[src/rtl/register_file_pkg.sv]
// Shared types and constants for the 32x32 architectural register file.
package register_file_pkg;

  localparam int REG_WIDTH  = 32;
  localparam int REG_COUNT  = 32;
  localparam int REG_ADDR_W = 5;

  localparam logic [REG_ADDR_W-1:0] ZERO_REG = 5'd0;

  typedef logic [REG_WIDTH-1:0] word_t;

endpackage

[src/rtl/register_file_if.sv]
// Write-back / decode-stage bus of the register file: one-hot write enable,
// write data, two read addresses and their read data.
interface register_file_if
  import register_file_pkg::*;
#(
  parameter int WIDTH = REG_WIDTH
);

  logic [REG_COUNT-1:0]  E;
  logic [WIDTH-1:0]      PW;
  logic [REG_ADDR_W-1:0] RA;
  logic [REG_ADDR_W-1:0] RB;
  logic [WIDTH-1:0]      PA;
  logic [WIDTH-1:0]      PB;

  modport master (
    output E, PW, RA, RB,
    input  PA, PB
  );

  modport slave (
    input  E, PW, RA, RB,
    output PA, PB
  );

endinterface

[src/rtl/register_file_register_32.sv]
// Single load-enabled register with synchronous active-high clear.
module register_32
  import register_file_pkg::*;
#(
  parameter int WIDTH = REG_WIDTH
) (
  input  logic             clk,
  input  logic             reset,
  input  logic             ld,
  input  logic [WIDTH-1:0] d,
  output logic [WIDTH-1:0] q
);

  logic [WIDTH-1:0] data_q;

  // NOTE: state is updated with <= so every flop samples pre-edge values;
  // clear is tested first so it wins over a load in the same cycle.
  always_ff @(posedge clk) begin
    if (reset) begin
      data_q <= '0;
    end else if (ld) begin
      data_q <= d;
    end
  end

  assign q = data_q;

endmodule

[src/rtl/register_file.sv]
// 32x32 register file: R0 reads as zero, R1..R31 are register_32 instances
// loaded by the one-hot enable E. Define REGFILE_BYPASS_EN to forward PW to
// a read port whose address is being written in the same cycle.
module register_file
  import register_file_pkg::*;
#(
  parameter int WIDTH = REG_WIDTH,
  parameter int DEPTH = REG_COUNT
) (
  input  logic           clk,
  input  logic           reset,
  register_file_if.slave rf
);

  logic [WIDTH-1:0] regs [DEPTH];

  for (genvar i = 0; i < DEPTH; i++) begin : g_reg
    if (i == 0) begin : g_zero
      assign regs[i] = '0;
    end else begin : g_flop
      register_32 #(.WIDTH(WIDTH)) u_reg (
        .clk   (clk),
        .reset (reset),
        .ld    (rf.E[i]),
        .d     (rf.PW),
        .q     (regs[i])
      );
    end
  end

  // Forwarding is suppressed under reset: the write it would show is discarded.
  function automatic logic [WIDTH-1:0] read_port(input logic [REG_ADDR_W-1:0] addr);
    logic [WIDTH-1:0] data;
    data = (addr == ZERO_REG) ? '0 : regs[addr];
`ifdef REGFILE_BYPASS_EN
    if (!reset && addr != ZERO_REG && rf.E[addr]) begin
      data = rf.PW;
    end
`endif
    return data;
  endfunction

  assign rf.PA = read_port(rf.RA);
  assign rf.PB = read_port(rf.RB);

endmodule

[src/flat_wrapper.sv]
// flat-port wrapper written by rule: the top's interface ports become plain ports
module register_file_flat import register_file_pkg::*;
#(
  parameter int WIDTH = REG_WIDTH,
  parameter int DEPTH = REG_COUNT
)
  (clk, reset, rf_E, rf_PW, rf_RA, rf_RB, rf_PA, rf_PB);
  register_file_if #(.WIDTH(WIDTH)) rf_i ();
  input  logic clk;
  input  logic reset;
  input wire logic [$bits(rf_i.E)-1:0] rf_E;
  input wire logic [$bits(rf_i.PW)-1:0] rf_PW;
  input wire logic [$bits(rf_i.RA)-1:0] rf_RA;
  input wire logic [$bits(rf_i.RB)-1:0] rf_RB;
  output wire logic [$bits(rf_i.PA)-1:0] rf_PA;
  output wire logic [$bits(rf_i.PB)-1:0] rf_PB;
  assign rf_i.E = rf_E;
  assign rf_i.PW = rf_PW;
  assign rf_i.RA = rf_RA;
  assign rf_i.RB = rf_RB;
  assign rf_PA = rf_i.PA;
  assign rf_PB = rf_i.PB;
  register_file #(.WIDTH(WIDTH), .DEPTH(DEPTH)) u_core (.clk(clk), .reset(reset), .rf(rf_i));
endmodule
[config.mk]
export PLATFORM = sky130hd
export DESIGN_NAME = register_file_flat
export DESIGN_NICKNAME = d
export VERILOG_FILES = /design/src/rtl/register_file_pkg.sv /design/src/rtl/register_file_if.sv /design/src/rtl/register_file_register_32.sv /design/src/rtl/register_file.sv /design/src/flat_wrapper.sv
export SDC_FILE = /design/constraint.sdc
export NUM_CORES = 2
export LEC_CHECK = 0
export CORE_MARGIN = 1.5
export CORE_UTILIZATION = 55
export CTS_BUF_LIST = sky130_fd_sc_hd__clkbuf_16
export DETAILED_ROUTE_END_ITERATION = 16
export GPL_ROUTABILITY_DRIVEN = 1
export HOLD_SLACK_MARGIN = 0.02
export PLACE_DENSITY = 0.72
export SYNTH_ARGS = -nofsm -noshare
export SYNTH_HDL_FRONTEND = slang
export SYNTH_SLANG_ARGS = --single-unit
export TNS_END_PERCENT = 50
[constraint.sdc]
create_clock -name clk -period 4.5 [get_ports clk]
set_input_delay 0.9 -clock clk [delete_from_list [all_inputs] [get_ports clk]]
set_output_delay 0.9 -clock clk [all_outputs]
set_load 0.005 [all_outputs]
==> results.yml <==
status:
  failed_checks: "setup timing"
  status: "complete, but fails checks"
synthesis:
  synth_cells: 4684
  synth_area_sq_um: 51100
  synth_nets: 4760
  yosysWarnings: 0
  synth_cell_type_count: 44
  yosys-top-cells-count: "1212 x mux2i_1, 1031 x nor2_1, 992 x dfxtp_1, 388 x mux4_2, 287 x clkbuf_1"
  synth_top_area_share_pct: 38.9
  synth.most_common_cell: "mux2i_1"
  ys.flop_type: "dfxtp_1"
  synth_area_leaders: "dfxtp_1 39%, mux2i_1 24%, mux4_2 17%, nor2_1 7.6%, clkbuf_1 2.1%"
  synth_area_per_cell_sq_um: 10.9
  ys_seq_area_share_pct: 38.9
  synth_edf_count: 0
  ys_ff_latch: 992
  async_flop_share_pct: 0
  yosysTopAreaCell: "dfxtp_1"
drt:
  drt_wl_total_microns: 169000
  drt_iter0_markers: 4639
  post_drt_wl_per_cell_microns: 28.4
  antenna_left: 0
  vias: 38800
  drc: 0
  drt_first_pass_iters: 5
  via_per_inst: 6.54
final_layout:
  area_growth_pct: 11.6
  largest_register_ffs: 992
  n_fill_cell: 7425
  drive_gt1_share_pct: 18.6
  layout.nets: 4685
  finalNonFillerCells: 5938
clocking:
  cts_inserted_buffers: 105
  clk_path_buf_depth: 3
  htreeDepth: 3
  root_buffer: "clkbuf_16"
  cts_sinks: 992
  insertion_delay_ns: 0.67
  clkSlewWorstSetupHoldPaths_ns: 0.06
  cts_tree: "built"
pwr:
  power.leakage_uw: 0.0245
  swShare_pct: 27.8
  pwr-share-comb_pct: 16.8
  p_sw_uw: 6070
  p_clk_share_pct: 38.7
  p_int_uw: 15800
  power.share.sequential_pct: 44.5
  ir_drop_v: 0.000308
  power_uw: 21800
  p_per_area_nw_per_um2: 383
run:
  cap_viol_max_count: 0
sta:
  rsz0062_at_grt: "no"
  layout_setup_ws_ns: -0.0566
  hold_ws_ns: 0.513
  tns_ns: -0.101
  drv_slew: 0
  hold_violations: 0
  fin_crit_ns: 4.56
  clock.fmax_ghz: 0.219
  fin_crit_sh_pct: 101
  skew_ns: 0
  relSlewSlack_pct: 15.5
  tightest_slew_ns: 1.26
  setup_viol: 3
grt:
  grt_pass1_wl_microns: 249000
  use_met2_pct: 54.2
  grt-ovfl-total: 0
  gr-usage-met1_pct: 47.3
  gr-usage-met3_pct: 7.38
  first_global_vias: 37600
  busiest_layer: "met2"
  track_usage_pct: 35.2
  grt_max_degree: 119
  antenna_found_initial: 11
worst_setup_path:
  path_max_fanout: 47
  r2r_end: "u_core.g_reg[17].g_flop.u_reg.q[31]"
  end_kind: "output pin"
  cp.arrival_ns: 3.66
  crit_required_ns: 3.60
  reg2reg_slack_ns: 3.79
  r2r-start: "u_core.g_reg[17].g_flop.u_reg.q[31]"
  crit_type: "in2out"
  crit_path_start_kind: "input pin"
  reg2reg_depth: 2
die:
  num_rows: 111
  core_area_sq_um: 91800
  die-area_sq_um: 94700
  io_pins: 140
  die_w_microns: 308
  die_h_microns: 308
  floorplan.initialDensity_pct: 55.6
min_path:
  whs_path_depth: 2
  min_from: "u_core.g_reg[30].g_flop.u_reg.q[27]"
  hp-class: "reg2reg"
  hold_end: "u_core.g_reg[30].g_flop.u_reg.q[27]"
placement:
  dp.cells: 5745
  place.gp.congestion: 0.869
  port_buffers: 138
  dp_hpwl_microns: 102000
-- metrics by stage --
stage               utilization (%)  area, sq um  setup WS, ns
global route                   62.1        57000       0.00268
detailed placement             58.5        53700        0.0579
finish                         62.1        57000       -0.0566
CTS                            62.1        57000        0.0463
floorplan                         -        51100          1.19
global placement               58.5        53700        0.0714
-- worst max-delay path: stages --
cell and delay (ns):
buf_8 0.13, buf_12 0.35, mux4_2 0.55, mux2i_1 0.35, nand2_1 0.10, nand3b_1 0.10, o221ai_1 0.48, clkdlybuf4s50_1 0.67
-- kinds of logic (layout without fill, tap and decap cells) --
family | after synthesis | in the layout | synth area share (%)
simple gates | 1125 | 1125 | 8.61
flops | 992 | 992 | 38.9
compound gates | 305 | 305 | 4.48
mux | 1717 | 1717 | 43.4
buf+inv | 545 | 551 | 4.58
other cells | 0 | 5 | 0
-- how the worst max path moves through the flow --
| stage | cells past startpoint | from | end |
|---|---|---|---|
| final | 8 | rf_RB[1] | rf_PB[12] |
| after global routing | 8 | rf_RB[1] | rf_PB[12] |
| after CTS | 9 | rf_RB[1] | rf_PB[12] |
| after detailed placement | 9 | rf_RB[1] | rf_PB[12] |
| after global placement | 9 | rf_RB[1] | rf_PB[12] |
| after floorplan | 6 | rf_RB[0] | rf_PB[10] |
-- metal layers --
layer | wire length [microns] | vias up | part of all wire, %
met1 | 67000 | 19400 | 40
met4 | 8750 | 8 | 5.2
met5 | 41 | - | 0.024
li1 | - | 16800 | -
met3 | 17200 | 490 | 10
met2 | 75500 | 2129 | 45
-- cell usage in the layout (no fill, tap or decap), types with 15 or more instances in the layout --
cell and count:
nand2_1 30, mux4_2 388, o221ai_1 45, a211oi_1 15, mux2i_1 1212, o22ai_1 33
clkdlybuf4s50_1 97, dfxtp_1 992, a21oi_1 49, buf_2 19, nor2_1 1030, inv_1 49
a221o_1 18, nor2b_1 19, buf_4 176, mux2_1 28, buf_12 39, a221oi_1 55
a22oi_1 39, clkbuf_16 107, mux2_2 89, clkinv_2 20, clkinv_1 21
-- power groups by stage --
stage                     sequential (uW)  clock, uW  combinational (uW)
after floorplan                      9750          0                2420
after global placement               9850          0                3540
after detailed placement             9870          0                3590
after CTS                            9690       8500                3610
after global routing                 9760       8840                3840
final                                9710       8450                3670
-- area by class of cell --
class                           instances  area [sq um]  share of cell area [%]
Antenna cell                            5          12.5                  0.0220
Clock buffer                          107          2680                    4.70
Clock inverter                         81           599                    1.05
Inverter                               23          86.3                   0.151
Multi-Input combinational cell       3147         28900                    50.7
Sequential cell                       992         19900                    34.8
Tap cell                             1243          1560                    2.73
Timing Repair Buffer                  340          3310                    5.81
-- what timing repair did --
item	4_1_cts	5_1_grt
setup endpoints to repair	0	3
gates resized for setup	0	2
hold buffers	0	0
hold endpoints to repair	0	0
setup buffers	0	0
No activity file was read; power rests on OpenSTA's default activity.
